$ cat src/rtl/uart_pkg.sv
// Shared UART definitions: parity modes, receiver FSM encoding and the baud divider helper.
package uart_pkg;

  localparam int unsigned PARITY_NONE = 0;
  localparam int unsigned PARITY_ODD  = 1;
  localparam int unsigned PARITY_EVEN = 2;
  localparam int unsigned OVERSAMPLE  = 16;

  typedef enum logic [2:0] {
    StIdle,
    StStart,
    StData,
    StParity,
    StStop,
    StBreak
  } uart_state_e;

  function automatic int unsigned calc_div(input int unsigned clk_freq,
                                           input int unsigned baud);
    return clk_freq / (baud * OVERSAMPLE);
  endfunction

endpackage

$ cat src/rtl/uart_baud_gen.sv
// Oversample tick generator: one-cycle tick every DIV clocks, phase realigned by clr.
module uart_baud_gen #(
  parameter int unsigned DIV = 27
) (
  input  logic clk,
  input  logic rst_n,
  input  logic clr,
  output logic tick
);

  localparam int unsigned CntW = (DIV > 2) ? $clog2(DIV) : 1;

  if (DIV < 2) begin : gen_div_check
    $error("uart_baud_gen: DIV must be at least 2");
  end

  logic [CntW-1:0] cnt_d, cnt_q;

  always_comb begin
    tick  = (cnt_q == CntW'(DIV - 1));
    cnt_d = tick ? '0 : cnt_q + 1'b1;
    if (clr) cnt_d = '0;
  end

  always_ff @(posedge clk or negedge rst_n) begin
    if (!rst_n) begin
      cnt_q <= '0;
    end else begin
      cnt_q <= cnt_d;
    end
  end

endmodule

$ cat src/rtl/uart_rx_os.sv
// 16x-oversampling UART receiver: majority vote, false-start rejection, frame/parity errors.
// Define UART_RX_BREAK_DET_EN to add the break_det output and the BREAK state.
module uart_rx_os
  import uart_pkg::*;
#(
  parameter int unsigned CLK_FREQ  = 50000000,
  parameter int unsigned BAUD      = 115200,
  parameter int unsigned DATA_BITS = 8,
  parameter int unsigned PARITY    = 0,
  parameter int unsigned STOP_BITS = 1
) (
  input  logic                 clk,
  input  logic                 rst_n,
  input  logic                 rx,
  output logic [DATA_BITS-1:0] rx_data,
  output logic                 rx_done,
  output logic                 frame_err,
  output logic                 parity_err,
`ifdef UART_RX_BREAK_DET_EN
  output logic                 break_det,
`endif
  output logic                 busy
);

  localparam int unsigned Div = calc_div(CLK_FREQ, BAUD);

  if (DATA_BITS < 5 || DATA_BITS > 9 || PARITY > 2 || STOP_BITS < 1 || STOP_BITS > 2)
  begin : gen_param_check
    $error("uart_rx_os: illegal DATA_BITS, PARITY or STOP_BITS");
  end

  // Line idles high, so the synchroniser resets to 1 to avoid a spurious start edge.
  logic sync1_q, sync2_q, sync3_q;
  logic rx_s, fall;

  always_ff @(posedge clk or negedge rst_n) begin
    if (!rst_n) begin
      sync1_q <= 1'b1;
      sync2_q <= 1'b1;
      sync3_q <= 1'b1;
    end else begin
      sync1_q <= rx;
      sync2_q <= sync1_q;
      sync3_q <= sync2_q;
    end
  end

  assign rx_s = sync2_q;
  assign fall = sync3_q & ~sync2_q;

  logic tick, clr;

  uart_baud_gen #(
    .DIV(Div)
  ) u_baud_gen (
    .clk  (clk),
    .rst_n(rst_n),
    .clr  (clr),
    .tick (tick)
  );

  uart_state_e          state_d, state_q;
  logic [3:0]           s_cnt_d, s_cnt_q;
  logic [3:0]           bit_idx_d, bit_idx_q;
  logic                 stop_idx_d, stop_idx_q;
  logic                 v7_d, v7_q, v8_d, v8_q, bit_d, bit_q;
  logic [DATA_BITS-1:0] shift_d, shift_q, rx_data_d, rx_data_q;
  logic                 perr_acc_d, perr_acc_q, ferr_acc_d, ferr_acc_q;
  logic                 par_bit_d, par_bit_q;
  logic                 rx_done_d, rx_done_q;
  logic                 frame_err_d, frame_err_q, parity_err_d, parity_err_q;
  logic                 maj, stop_bad, last_stop;
`ifdef UART_RX_BREAK_DET_EN
  logic                 break_det_d, break_det_q;
`endif

  always_comb begin
    state_d      = state_q;
    s_cnt_d      = s_cnt_q;
    bit_idx_d    = bit_idx_q;
    stop_idx_d   = stop_idx_q;
    v7_d         = v7_q;
    v8_d         = v8_q;
    bit_d        = bit_q;
    shift_d      = shift_q;
    perr_acc_d   = perr_acc_q;
    ferr_acc_d   = ferr_acc_q;
    par_bit_d    = par_bit_q;
    rx_data_d    = rx_data_q;
    frame_err_d  = frame_err_q;
    parity_err_d = parity_err_q;
    rx_done_d    = 1'b0;
    clr          = 1'b0;
`ifdef UART_RX_BREAK_DET_EN
    break_det_d  = break_det_q;
`endif
    // The third vote sample is the live synchronised line at count 9.
    maj       = (v7_q & v8_q) | (v7_q & rx_s) | (v8_q & rx_s);
    stop_bad  = ferr_acc_q | ~maj;
    last_stop = (STOP_BITS == 1) || stop_idx_q;

    if (tick) begin
      s_cnt_d = s_cnt_q + 4'd1;
      if (s_cnt_q == 4'd7) v7_d = rx_s;
      if (s_cnt_q == 4'd8) v8_d = rx_s;
      if (s_cnt_q == 4'd9) bit_d = maj;
    end

    unique case (state_q)
      StIdle: begin
        s_cnt_d = '0;
        if (fall) begin
          clr     = 1'b1;
          state_d = StStart;
        end
      end
      StStart: begin
        if (tick && s_cnt_q == 4'd9 && maj) begin
          state_d = StIdle;
        end else if (tick && s_cnt_q == 4'd15) begin
          state_d   = StData;
          bit_idx_d = '0;
        end
      end
      StData: begin
        if (tick && s_cnt_q == 4'd15) begin
          shift_d = {bit_q, shift_q[DATA_BITS-1:1]};
          if (bit_idx_q == 4'(DATA_BITS - 1)) begin
            state_d    = (PARITY != PARITY_NONE) ? StParity : StStop;
            stop_idx_d = 1'b0;
            ferr_acc_d = 1'b0;
          end else begin
            bit_idx_d = bit_idx_q + 4'd1;
          end
        end
      end
      StParity: begin
        if (tick && s_cnt_q == 4'd15) begin
          par_bit_d  = bit_q;
          perr_acc_d = bit_q != ((^shift_q) ^ (PARITY == PARITY_ODD));
          state_d    = StStop;
        end
      end
      StStop: begin
        // Finish at count 9 of the last stop bit so the next start edge is never missed.
        if (tick && s_cnt_q == 4'd9) begin
          if (last_stop) begin
            rx_data_d    = shift_q;
            frame_err_d  = stop_bad;
            parity_err_d = perr_acc_q;
            rx_done_d    = 1'b1;
            state_d      = StIdle;
`ifdef UART_RX_BREAK_DET_EN
            if (stop_bad && shift_q == '0 && !par_bit_q) begin
              break_det_d = 1'b1;
              state_d     = StBreak;
              s_cnt_d     = '0;
            end
`endif
          end else begin
            ferr_acc_d = ~maj;
          end
        end else if (tick && s_cnt_q == 4'd15) begin
          stop_idx_d = 1'b1;
        end
      end
`ifdef UART_RX_BREAK_DET_EN
      StBreak: begin
        // s_cnt counts consecutive high samples here.
        if (tick) begin
          if (!rx_s) begin
            s_cnt_d = '0;
          end else if (s_cnt_q == 4'd15) begin
            s_cnt_d     = '0;
            break_det_d = 1'b0;
            state_d     = StIdle;
          end
        end
      end
`endif
      default: state_d = StIdle;
    endcase
  end

  always_ff @(posedge clk or negedge rst_n) begin
    if (!rst_n) begin
      state_q      <= StIdle;
      s_cnt_q      <= '0;
      bit_idx_q    <= '0;
      stop_idx_q   <= 1'b0;
      v7_q         <= 1'b1;
      v8_q         <= 1'b1;
      bit_q        <= 1'b1;
      shift_q      <= '0;
      perr_acc_q   <= 1'b0;
      ferr_acc_q   <= 1'b0;
      par_bit_q    <= 1'b0;
      rx_data_q    <= '0;
      rx_done_q    <= 1'b0;
      frame_err_q  <= 1'b0;
      parity_err_q <= 1'b0;
`ifdef UART_RX_BREAK_DET_EN
      break_det_q  <= 1'b0;
`endif
    end else begin
      state_q      <= state_d;
      s_cnt_q      <= s_cnt_d;
      bit_idx_q    <= bit_idx_d;
      stop_idx_q   <= stop_idx_d;
      v7_q         <= v7_d;
      v8_q         <= v8_d;
      bit_q        <= bit_d;
      shift_q      <= shift_d;
      perr_acc_q   <= perr_acc_d;
      ferr_acc_q   <= ferr_acc_d;
      par_bit_q    <= par_bit_d;
      rx_data_q    <= rx_data_d;
      rx_done_q    <= rx_done_d;
      frame_err_q  <= frame_err_d;
      parity_err_q <= parity_err_d;
`ifdef UART_RX_BREAK_DET_EN
      break_det_q  <= break_det_d;
`endif
    end
  end

  assign rx_data    = rx_data_q;
  assign rx_done    = rx_done_q;
  assign frame_err  = frame_err_q;
  assign parity_err = parity_err_q;
  assign busy       = (state_q != StIdle);
`ifdef UART_RX_BREAK_DET_EN
  assign break_det  = break_det_q;
`endif

endmodule

$ cat config.mk
export PLATFORM = sky130hd
export DESIGN_NAME = uart_rx_os
export DESIGN_NICKNAME = d
export VERILOG_FILES = /design/src/rtl/uart_pkg.sv /design/src/rtl/uart_baud_gen.sv /design/src/rtl/uart_rx_os.sv
export SDC_FILE = /design/constraint.sdc
export NUM_CORES = 1
export LEC_CHECK = 0
export CAP_MARGIN = 20
export CORE_MARGIN = 5
export CORE_UTILIZATION = 35
export CTS_CLUSTER_DIAMETER = 60
export DETAILED_ROUTE_END_ITERATION = 10
export GPL_ROUTABILITY_DRIVEN = 0
export PLACE_DENSITY_LB_ADDON = 0.05
export SYNTH_ARGS = -nofsm -noshare
export SYNTH_HDL_FRONTEND = slang
export SYNTH_SLANG_ARGS = --single-unit
$ cat constraint.sdc
create_clock -name clk -period 2.3 [get_ports clk]
set_input_delay 0.23 -clock clk [delete_from_list [all_inputs] [get_ports clk]]
set_output_delay 0.23 -clock clk [all_outputs]
set_load 0.05 [all_outputs]
==> metrics.cfg <==
[synth]
synth_edf_count=0
synthArstFlopShare_pct=100
synth.avg_cell_area_sq_um=12.1
synth-compound-area-share_pct=5.20
syn_nets=168
ys_seq_area_share_pct=55.0
synth_area_sq_mm=0.00193
ys_ff_latch=42
synthXorXnorAreaFrac_pct=6.63
ys.flop_type=dfrtp_1
yosysUniqueCellTypes=39
synth-simple-area-share_pct=13.7
synth_adder_area_share_pct=4.42
yosysWarnings=0
muxShareOfSynthArea_pct=12.4
synth_top_family_by_area=simple AND/OR/NAND/NOR gates
syn_inst=159

[cells_and_area]
finalNonFillerCells=254
stdcell_area_sq_mm=0.00227
syn2layout_area_growth_pct=17.8
diodes=0
drive_gt1_share_pct=24.2
nets=190
layout_commonest_cell=dfrtp_1
layout_common_cells=dfrtp_1 (36), mux2_2 (19), nor2_1 (15)
final_util_pct=41.7

[floorplan]
start_util_pct=35.4
die_area_sq_mm=0.00709
die_w_um=84.2
placementRows=27
ioPinCount=15
die_y_um=84.2
core_sq_mm=0.00544

[worst_setup_path]
cp.required_ns=2.07
path_max_fanout=9
cp-end-kind=primary output
crit_family=buffers and inverters
cp_slowest_cell=clkdlybuf4s50_1
worst_path_largest_cell_delay_ns=0.70
critPathBufInv=2
crit_type=flop to primary output
crit_path_start_kind=flop
cp_cell_sequence=nor3_1, inv_1, clkdlybuf4s50_1
crit_arrival_ns=1.81

[power]
p_total_mw=1.55
ir_drop_mv=0.315
total_leakage_power_nw=1.06
power_density_mw_per_mm2=684

[clock_network]
clk_pin_slew_worst_paths_ns=0.08
ctsResizeCount=0
cts_sinks=42
cts_buffer_depth=2
tritoncts=yes
clock_latency_ns=0.30
postCtsSetupBuffers=0
cts_made_buffers=5
htree_levels=2
cts_root_buffer=clkbuf_8

[sta]
tightest_slew_ns=0.511
finalWorstSetupSlack_ns=0.260
finalHoldViolations=0
timing.fmax_ghz=0.490
rsz0062_at_grt=false
setup_viol=0
timing.slew.headroom_pct=65.9
finalSetupTns_ns=0
period_share_pct=88.7
hold_ws_ns=0.325
min_period_ns=2.04
skew_ns=0.00723
finalMaxSlewViolations=0

[route]
via_count=1194
wl_um=3490
viasPerCell=4.70
drtIter0Drc=48
wl_per_cell_um=13.7
ant_nets=0
drc=0
first_pass_iters=4

[placement]
dp_cells=244
numPortBuffers=14
placed_cell_area_sq_mm=0.00215
hpwl_um=2460
post-place-ws_ns=0.334

[job]
drv_cap=0

[global_routing]
grt_pass1_wl_um=5930
antenna_found_initial=0
track_usage_pct=10.6
overflow=0
grt_max_degree=43
grt_pass1_vias=1237

[worst_hold_path]
hold_path.class=input port to asynchronous set/reset pin

[status]
status=finished clean

-- sequential cells by signal, indices dropped and copies added, names as in the netlist, 3 cells and up --
| register | cells |
|---|---|
| state_q | 3 |
| shift_q | 8 |
| bit_idx_q | 4 |
| rx_data | 8 |
| u_baud_gen.cnt_q | 5 |
| s_cnt_q | 4 |
-- synthesized netlist by cell type, types with 2 or more instances --
library cell,count,area share (%)
nor2_1,15,2.9
xor2_1,5,2.3
nor2b_1,2,0.65
buf_2,2,0.52
dfrtp_1,36,47
xnor2_1,7,3.2
inv_1,9,1.8
nor3_1,2,0.52
o21ai_0,5,1.3
nand2_1,8,1.6
ha_1,6,3.9
nand4_1,2,0.65
nand2b_1,2,0.65
nand3_1,8,2.1
dfstp_2,6,8.2
mux2_2,19,11
a21oi_1,3,0.78
-- where the power goes --
group	internal, mW	leakage [nW]	switching [mW]
combinational	0.0979	0.466	0.114
sequential	0.801	0.552	0.0601
clock	0.213	0.0441	0.265
-- routing by layer --
| metal | vias up | wire length (um) | global-route usage (%) |
|---|---|---|---|
| li1 | 584 | - | - |
| met5 | - | 0 | 0 |
| met1 | 577 | 1560 | 12.8 |
| met3 | 8 | 145 | 3.73 |
| met4 | 0 | 55 | 3.51 |
| met2 | 25 | 1730 | 17.8 |
-- timing repair --
action,CTS,global route
hold buffers,0,1
hold endpoints to repair,0,8
endpoints found under the setup margin,0,0
-- logic make-up after synthesis --
| kind of cell | after synthesis |
|---|---|
| buffers and inverters | 12 |
| flip-flops | 42 |
| multiplexers | 21 |
| XOR/XNOR | 13 |
| AND/OR/NAND/NOR | 49 |
| adder cells (fa/ha/maj) | 7 |
| AO/OA/AOI/OAI | 15 |
-- worst paths after layout --
check / cells past startpoint / end / from / slack, ns
worst min-delay path: 2 / state_q[1]$_DFFE_PN0P_ / rst_n / 0.32
max in group asynchronous: 3 / rx_s$_DFF_PN1_ / rst_n / 1.46
min in group clk: 1 / sync1_q$_DFF_PN1_ / rx / 0.33
worst min register to register: 0 / rx_s$_DFF_PN1_ / sync1_q$_DFF_PN1_ / 0.36
worst max register to register: 6 / bit_idx_q[0]$_DFFE_PN0P_ / u_baud_gen.cnt_q[0]$_DFF_PN0_ / 0.32
worst max-delay path: 3 / busy / state_q[2]$_DFFE_PN0P_ / 0.26
-- cell type report --
class	instances	area, sq um
clock inverter	3	21.3
tap	72	90.1
sequential	42	1060
inverter	9	33.8
multi-input combinational	105	816
fill	528	3170
timing repair buffer	18	180
clock buffer	5	68.8
(Power assumes the default switching activity.)
